`config.mk`:
```
export PLATFORM = sky130hd
export DESIGN_NAME = alu_serial_arith_flat
export DESIGN_NICKNAME = d
export VERILOG_FILES = /design/src/rtl/alu_arith_pkg.sv /design/src/rtl/alu_serial_arith_if.sv /design/src/rtl/arith_fa_cell.sv /design/src/rtl/alu_serial_arith.sv /design/src/flat_wrapper.sv
export SDC_FILE = /design/constraint.sdc
export NUM_CORES = 1
export LEC_CHECK = 0
export BUFFER_PORTS_ARGS = -buffer_cell sky130_fd_sc_hd__buf_2
export CORE_ASPECT_RATIO = 1.4
export CORE_MARGIN = 5
export CORE_UTILIZATION = 50
export CTS_BUF_LIST = sky130_fd_sc_hd__clkbuf_8
export DETAILED_ROUTE_END_ITERATION = 8
export PLACE_DENSITY = 0.85
export SYNTH_ARGS = -nofsm -noshare
export SYNTH_HDL_FRONTEND = slang
export SYNTH_SLANG_ARGS = --single-unit
```
`constraint.sdc`:
```
create_clock -name clk -period 2.9 [get_ports clk]
set_clock_uncertainty 0.05 [all_clocks]
set_input_delay 0.58 -clock clk [delete_from_list [all_inputs] [get_ports clk]]
set_output_delay 0.58 -clock clk [all_outputs]
set_load 0.01 [all_outputs]
```
`src/rtl/alu_arith_pkg.sv`:
```
// Shared types and constants for the bit-serial arithmetic engine.
// Select codes, FSM states and default datapath width.
package alu_arith_pkg;

    localparam int ALU_WIDTH = 8;

    localparam logic [1:0] SEL_XFER = 2'b00;
    localparam logic [1:0] SEL_ADD  = 2'b01;
    localparam logic [1:0] SEL_SUB  = 2'b10;
    localparam logic [1:0] SEL_DEC  = 2'b11;

    typedef enum logic [1:0] {
        IDLE,
        RUN,
        DONE
    } state_t;

endpackage

```
`src/rtl/alu_serial_arith_if.sv`:
```
// Request/result handshake bundle for alu_serial_arith.
// Flag signals exist only when ALU_SERIAL_ARITH_FLAGS_EN is defined.
interface alu_serial_arith_if
    import alu_arith_pkg::*;
#(
    parameter int WIDTH = ALU_WIDTH
);

    logic             in_valid;
    logic             in_ready;
    logic [WIDTH-1:0] in_a;
    logic [WIDTH-1:0] in_b;
    logic [1:0]       in_sel;
    logic             in_cin;
    logic             out_valid;
    logic             out_ready;
    logic [WIDTH-1:0] out_result;
    logic             out_cout;
`ifdef ALU_SERIAL_ARITH_FLAGS_EN
    logic             out_zero;
    logic             out_neg;
    logic             out_ovf;
`endif

    modport master (
        output in_valid, in_a, in_b, in_sel, in_cin, out_ready,
`ifdef ALU_SERIAL_ARITH_FLAGS_EN
        input  out_zero, out_neg, out_ovf,
`endif
        input  in_ready, out_valid, out_result, out_cout
    );

    modport slave (
        input  in_valid, in_a, in_b, in_sel, in_cin, out_ready,
`ifdef ALU_SERIAL_ARITH_FLAGS_EN
        output out_zero, out_neg, out_ovf,
`endif
        output in_ready, out_valid, out_result, out_cout
    );

endinterface

```
`src/rtl/arith_fa_cell.sv`:
```
// Select-controlled 1-bit full-adder cell: a + y + c.
// y is 0, b, ~b or 1 depending on sel.
module arith_fa_cell
    import alu_arith_pkg::*;
(
    input  logic       a,
    input  logic       b,
    input  logic       c,
    input  logic [1:0] sel,
    output logic       sum,
    output logic       cout
);

    logic y;

    always_comb begin
        y = 1'b0;
        unique case (sel)
            SEL_XFER: y = 1'b0;
            SEL_ADD:  y = b;
            SEL_SUB:  y = ~b;
            SEL_DEC:  y = 1'b1;
        endcase
        sum  = a ^ y ^ c;
        cout = (a & y) | (a & c) | (y & c);
    end

endmodule

```
`src/rtl/alu_serial_arith.sv`:
```
// Bit-serial, LSB-first arithmetic engine with valid/ready request and result.
// Define ALU_SERIAL_ARITH_FLAGS_EN to add zero/neg/overflow result flags.
module alu_serial_arith
    import alu_arith_pkg::*;
#(
    parameter int WIDTH = ALU_WIDTH,
    parameter int CNT_W = $clog2(WIDTH)
) (
    input  logic                 clk,
    input  logic                 rst_n,
    alu_serial_arith_if.slave    bus
);

    localparam logic [CNT_W-1:0] LAST = CNT_W'(WIDTH - 1);

    state_t           state;
    logic [CNT_W-1:0] cnt;
    logic [WIDTH-1:0] a_q;
    logic [WIDTH-1:0] b_q;
    logic [WIDTH-1:0] res_q;
    logic [1:0]       sel_q;
    logic             c_q;
    logic             in_ready_q;
    logic             out_valid_q;
    logic             cout_q;

    logic             sum;
    logic             cy;
    logic [WIDTH-1:0] res_nxt;

    arith_fa_cell u_cell (
        .a    (a_q[0]),
        .b    (b_q[0]),
        .c    (c_q),
        .sel  (sel_q),
        .sum  (sum),
        .cout (cy)
    );

    // Sum bits enter at the MSB so the LSB lands at bit 0 after WIDTH shifts.
    assign res_nxt = {sum, res_q[WIDTH-1:1]};

`ifdef ALU_SERIAL_ARITH_FLAGS_EN
    logic zero_q;
    logic neg_q;
    logic ovf_q;

    assign bus.out_zero = zero_q;
    assign bus.out_neg  = neg_q;
    assign bus.out_ovf  = ovf_q;
`endif

    always_ff @(posedge clk or negedge rst_n) begin
        if (!rst_n) begin
            state       <= IDLE;
            cnt         <= '0;
            a_q         <= '0;
            b_q         <= '0;
            res_q       <= '0;
            sel_q       <= '0;
            c_q         <= 1'b0;
            in_ready_q  <= 1'b1;
            out_valid_q <= 1'b0;
            cout_q      <= 1'b0;
`ifdef ALU_SERIAL_ARITH_FLAGS_EN
            zero_q      <= 1'b0;
            neg_q       <= 1'b0;
            ovf_q       <= 1'b0;
`endif
        end else begin
            unique case (state)
                IDLE: begin
                    if (bus.in_valid) begin
                        a_q        <= bus.in_a;
                        b_q        <= bus.in_b;
                        sel_q      <= bus.in_sel;
                        c_q        <= bus.in_cin;
                        cnt        <= '0;
                        in_ready_q <= 1'b0;
                        state      <= RUN;
                    end
                end
                RUN: begin
                    a_q   <= a_q >> 1;
                    b_q   <= b_q >> 1;
                    res_q <= res_nxt;
                    c_q   <= cy;
                    cnt   <= cnt + CNT_W'(1);
                    if (cnt == LAST) begin
                        cout_q      <= cy;
                        out_valid_q <= 1'b1;
                        state       <= DONE;
`ifdef ALU_SERIAL_ARITH_FLAGS_EN
                        // c_q is the carry into the MSB at this point.
                        zero_q      <= (res_nxt == '0);
                        neg_q       <= sum;
                        ovf_q       <= c_q ^ cy;
`endif
                    end
                end
                DONE: begin
                    if (bus.out_ready) begin
                        out_valid_q <= 1'b0;
                        in_ready_q  <= 1'b1;
                        state       <= IDLE;
                    end
                end
                default: state <= IDLE;
            endcase
        end
    end

    assign bus.in_ready   = in_ready_q;
    assign bus.out_valid  = out_valid_q;
    assign bus.out_result = res_q;
    assign bus.out_cout   = cout_q;

endmodule

```
`src/flat_wrapper.sv`:
```
// flat-port wrapper written by rule: the top's interface ports become plain ports
module alu_serial_arith_flat import alu_arith_pkg::*;
#(
    parameter int WIDTH = ALU_WIDTH,
    parameter int CNT_W = $clog2(WIDTH)
)
  (clk, rst_n, bus_in_valid, bus_in_a, bus_in_b, bus_in_sel, bus_in_cin, bus_out_ready, bus_in_ready, bus_out_valid, bus_out_result, bus_out_cout);
  alu_serial_arith_if #(.WIDTH(WIDTH)) bus_i ();
  input  logic clk;
  input  logic rst_n;
  input wire logic [$bits(bus_i.in_valid)-1:0] bus_in_valid;
  input wire logic [$bits(bus_i.in_a)-1:0] bus_in_a;
  input wire logic [$bits(bus_i.in_b)-1:0] bus_in_b;
  input wire logic [$bits(bus_i.in_sel)-1:0] bus_in_sel;
  input wire logic [$bits(bus_i.in_cin)-1:0] bus_in_cin;
  input wire logic [$bits(bus_i.out_ready)-1:0] bus_out_ready;
  output wire logic [$bits(bus_i.in_ready)-1:0] bus_in_ready;
  output wire logic [$bits(bus_i.out_valid)-1:0] bus_out_valid;
  output wire logic [$bits(bus_i.out_result)-1:0] bus_out_result;
  output wire logic [$bits(bus_i.out_cout)-1:0] bus_out_cout;
  assign bus_i.in_valid = bus_in_valid;
  assign bus_i.in_a = bus_in_a;
  assign bus_i.in_b = bus_in_b;
  assign bus_i.in_sel = bus_in_sel;
  assign bus_i.in_cin = bus_in_cin;
  assign bus_i.out_ready = bus_out_ready;
  assign bus_in_ready = bus_i.in_ready;
  assign bus_out_valid = bus_i.out_valid;
  assign bus_out_result = bus_i.out_result;
  assign bus_out_cout = bus_i.out_cout;
  alu_serial_arith #(.WIDTH(WIDTH), .CNT_W(CNT_W)) u_core (.clk(clk), .rst_n(rst_n), .bus(bus_i));
endmodule
```
Word level (Yosys, flattened, before mapping)
Cells that the tools add are included.
{"block": "totals", "inputBits": 23, "reg_bits": 35}
{"block": "classes", "n_addsub": 1, "muxes": 19, "eq_ne": 9, "n_reduce_logical": 11, "n_bitwise": 8}
{"op": "8-bit case mux with 2 select lines", "n": 2}
{"op": "8-bit 2-to-1 mux", "n": 2}
{"op": "3-bit AND reduction", "n": 3}
{"op": "2-bit equality test, second input constant", "n": 3}
{"op": "2-bit 2-to-1 mux", "n": 3}
{"op": "1-bit case mux with 2 select lines", "n": 3}
{"op": "2-bit case mux with 3 select lines", "n": 1}
{"op": "3-bit case mux with 2 select lines", "n": 1}
{"op": "2-bit AND reduction", "n": 3}
{"op": "2-bit nonzero test", "n": 3}
{"op": "1-bit 2-to-1 mux", "n": 5}
{"op": "2-bit by 1-bit equality test with 1-bit output, second input constant", "n": 2}
{"op": "2-bit zero test", "n": 2}
{"op": "2-bit != test, second input constant", "n": 2}
{"op": "1-bit case mux with 4 select lines", "n": 1}
{"op": "3-bit by 1-bit adder with 3-bit output, second input constant", "n": 1}
{"op": "1-bit AND", "n": 3}
{"op": "3-bit equality test, second input constant", "n": 1}
{"op": "3-bit 2-to-1 mux", "n": 1}
{"op": "2-bit by 1-bit != test with 1-bit output, second input constant", "n": 1}
{"op": "1-bit bitwise OR", "n": 2}
{"op": "1-bit XOR", "n": 2}
{"op": "1-bit inverter", "n": 1}

Depth between registers and ports, before layout
{"block": "logic_depth", "word_depth": 6, "depth_mapped": 5, "depth_no_buf": 4}

By module
Synthesis repeated with hierarchy kept, for this count alone.
{"block": "unflattened", "cells_unflattened": 154, "hier_area_um2": 1587.8}
{"module": "alu_serial_arith", "n_inst": 1, "seq_area_each_um2": 877.1, "area_per_inst_um2": 1552.7, "cells_each": 152}
{"module": "arith_fa_cell", "n_inst": 1, "seq_area_each_um2": 0.0, "area_per_inst_um2": 35.0, "cells_each": 2}

Worst setup path after synthesis
Ideal clock, no wire load.
{"block": "synth_timing", "path_type": "register -> register", "startpoint": "reg u_core.b_q[0]", "endpoint": "reg u_core.cout_q, in the netlist u_core.bus.out_cout", "t_required_ps": 2725, "path_slack_ps": 1418, "period_less_slack_ps": 1482, "arrival_time_ps": 1307, "stages_incl_launch_ff": 4, "n_path_buf": 0, "setup_ps": 125, "path_cell_list": "dfrtp_1 -> mux2_2 -> fa_1 -> mux2_2"}
{"block": "synth_via", "elab_chain_len": 5, "word_cells_on_any_way": 6, "cone_classes": "1 x mux; 5 x bitwise"}
{"item": "start: declaration", "line": "alu_serial_arith.sv:19", "text": "logic [WIDTH-1:0] b_q;"}
{"item": "start signal: assignment", "line": "alu_serial_arith.sv:75", "text": "b_q <= bus.in_b;"}
{"item": "start signal: assignment", "line": "alu_serial_arith.sv:85", "text": "b_q <= b_q >> 1;"}
{"item": "1-bit inverter", "line": "arith_fa_cell.sv:21", "text": "SEL_SUB: y = ~b;"}
{"item": "1-bit case mux with 4 select lines *", "line": "arith_fa_cell.sv:18", "text": "unique case (sel)"}
{"item": "1-bit AND", "line": "arith_fa_cell.sv:25", "text": "cout = (a & y) | (a & c) | (y & c);"}
{"item": "1-bit bitwise OR", "line": "arith_fa_cell.sv:25"}
{"item": "1-bit bitwise OR *", "line": "arith_fa_cell.sv:25"}
{"item": "net u_core.cy", "line": "alu_serial_arith.sv:28", "text": "logic cy;"}
{"item": "end signal: assignment", "line": "alu_serial_arith.sv:90", "text": "cout_q <= cy;"}
{"item": "end: declaration", "line": "alu_serial_arith.sv:25", "text": "logic cout_q;"}
Mark *: on every way through the listed nets, which the timed path passes. The rest lies on a longest branch.
A chain may end at the register's enable or synchronous reset.

Worst setup path in the final report
{"block": "layout_timing", "startpoint": "reg u_core.state[1]", "endpoint": "reg u_core.b_q[3]"}
{"block": "layout_via", "elab_chain_len": 3, "word_cells_on_any_way": 6, "cone_classes": "2 x eq/ne; 1 x mux; 3 x reduce/logical"}
{"item": "start: declaration", "line": "alu_serial_arith.sv:16", "text": "state_t state;"}
{"item": "start signal: assignment", "line": "alu_serial_arith.sv:55", "text": "state <= IDLE;"}
{"item": "start signal: assignment", "line": "alu_serial_arith.sv:80", "text": "state <= RUN;"}
{"item": "start signal: assignment", "line": "alu_serial_arith.sv:92", "text": "state <= DONE;"}
{"item": "2-bit by 1-bit equality test with 1-bit output / 2-bit zero test (equally long branches)", "line": "alu_serial_arith.sv:71", "text": "unique case (state)"}
{"item": "2-bit nonzero test (no line) / 2-bit != test (equally long branches)"}
{"item": "2-bit AND reduction (no line)"}
Several ways; a longest one is shown, not always the timed one.

==> metrics.txt <==
run status=finished clean; first-pass GRT wire length=5.75 mm; Die ar.=approximately 4300 um2; period utilization=0.635; GPL Wtd Cong=a little under 0.8; Hold Slack=0.305 ns; Post-Syn Instances=~150; unrepaired setup endpoints after global routing=no; most frequent cells in the layout=dfrtp_1 (34), buf_2 (33), nand2_1 (29); VDD IR max=~0.58 mV; top cells by area, synth=dfrtp_1 (55%), o22ai_1 (11%), nand2_1 (7.1%), a21oi_1 (5.5%), mux2_2 (2.9%); Seq/Total Area, Yosys=0.568; IO buf count=33; layout cells sized above 1=0.269; vias per cell=5.91; Pre-antenna DRT Iters=5; largest net degree at the start of global routing=36; Area Overhead vs Synth=17.9%; arrival time at the worst endpoint=about 2.0 ns; area of the core=just over 3000 um2; Final Setup Violations=0; Max-Cap Viols=0; gr usage total=0.175; area share of the largest cell type after synthesis=0.551; vias in the first global route=roughly 1300; Final ANT Viol Nets=0; vias=~1300; fillers=around 270; Skew-Pair Late Insertion Delay=between 0.2 and 0.3 ns; WS Path Type=reg -> reg; cell taking the most area after synthesis=dfrtp_1; gr ovfl total=0; Slew @ Worst Pin=approximately 0.80 ns; Unique masters post-synth=24; FP Rows=24; Period minus WS final=1.84 ns; die width=between 50 and 60 um; Critical Path End Type=flip-flop; Routed WL per cell=approximately 16 um; LEAKAGE=0.860 nW; Clock Pin Slew Worst Setup and Hold Paths=around 0.070 ns; Final Hold Fails=0; depth of the CTS H-tree=2; Final nets=slightly above 200; synthesized cell area=between 1500 and 2000 um2; I/O pin total=34; DP Wirelength=2.48 mm; CTS tree=done; area occupied by registers=a little under 900 um2; Mapped Nets=177; post-cts sizing count=0; Critical Path RT=3.06 ns; fmax=approximately 540 MHz; Post-CTS Setup Inserts=0; initial DRC count=38; clk sinks=35; PD cells=between 1000 and 1500 nW/um2; hold_buf cts=0; Final TNS setup=0 ns; initial antenna violation count=0; Ys Warns=0; clock buffer depth=2; DRC errors left=0; Crit Path Max Fanout=22; fin. max-slew vios=0; Starting Density=0.509; startpoint types=flip-flop; most common cell after layout, fill and taps aside=dfrtp_1; Inserted Diodes=0; Syn Area/Cell=around 10 um2; area occupied by multi-input gates=604 um2; WL final=~3.5 mm; synthesized flop and latch total=35; Min-Delay Path Class=in -> async; relative slew slack=0.465; TritonCTS Buffers=5; Root Buffer=clkbuf_8; die span in y=75.8 um
## per-layer routing
| layer | global-route usage | vias to the layer above | routed length, um |
|---|---|---|---|
| met5 | 0 | - | 0 |
| met4 | 0.0876 | 0 | 74 |
| met3 | 0.0525 | 11 | 232 |
| met2 | 0.311 | 44 | 1860 |
| met1 | 0.189 | 644 | 1350 |
| li1 | - | 607 | - |
## state kept, by name (all words and copies together) (netlist names)
register	count
u_core.a_q	8
u_core.b_q	8
u_core.bus.in_ready	1
u_core.bus.out_cout	1
u_core.bus.out_result	8
u_core.bus.out_valid	1
u_core.c_q	1
u_core.cnt	3
u_core.sel_q	2
u_core.state	2
## metrics by stage
stage          setup WS, ns  power, mW  area (um2)  std cells   util
2_1_floorplan          1.42       1.39        1540        151      -
3_3_place_gp           1.01       1.53        1700        213  0.561
3_5_place_dp          0.909       1.61        1700        213  0.561
4_1_cts                1.12       2.06        1820        221  0.600
5_1_grt               0.957       2.19        1820        221  0.600
6_report               1.06       2.04        1820        221  0.600
## report_power, final
part	switching, mW	internal [mW]
Sequential	0.180	0.708
Combinational	0.392	0.315
Clock	0.171	0.278
Total	0.743	1.30
## layout make-up
| cell class | instances | area share |
|---|---|---|
| clock inverter | 2 | 0.0192 |
| multi-input combinational | 104 | 0.332 |
| tap | 39 | 0.0268 |
| inverter | 2 | 0.00412 |
| clock buffer | 6 | 0.0454 |
| sequential | 35 | 0.482 |
| timing repair buffer | 33 | 0.0907 |
## kinds of logic (layout without fill, tap and decap cells)
logic type               count (synthesis)  in the layout  synth area share
flip-flops                              35             35             0.568
multiplexers                             4              4            0.0292
buffers and inverters                   12             43            0.0405
adder cells (fa/ha/maj)                  3              3            0.0292
AND/OR/NAND/NOR                         42             42             0.118
AO/OA/AOI/OAI                           55             55             0.215
## synthesized netlist by cell type
library cell and number:
ha_1 2, inv_1 1, a2bb2oi_1 2, o22ai_1 26, dfstp_2 1, or4b_1 1, buf_6 1, nor2b_1 1
o21ai_0 6, and2b_1 1, clkbuf_1 1, nand2_1 29, nor2_1 5, mux2_2 4, fa_1 1, a22o_1 2
o221a_2 1, dfrtp_1 34, or2_2 1, nand2b_1 4, buf_2 8, inv_2 1, a21oi_1 17, o31ai_1 1
## critical path, cell delays in order (launching register included)
cell and delay, ns:
dfrtp_1 0.59, nand2b_1 0.69, o22ai_1 0.23, a21oi_1 0.19
## worst paths after layout
| check | slack (ns) | start | cells after the start | to |
|---|---|---|---|---|
| min | 0.30 | rst_n | 1 | u_core.bus.out_valid |
| min reg2reg | 0.43 | u_core.bus.out_result[0] | 2 | u_core.bus.out_result[0] |
| min in group clk | 0.43 | u_core.bus.out_result[0] | 2 | u_core.bus.out_result[0] |
| max in group asynchronous | 2.01 | rst_n | 1 | u_core.bus.out_result[6] |
| max reg2reg | 1.06 | u_core.state[1] | 3 | u_core.b_q[3] |
| max | 1.06 | u_core.state[1] | 3 | u_core.b_q[3] |
No activity file was read; power rests on OpenSTA's default activity.
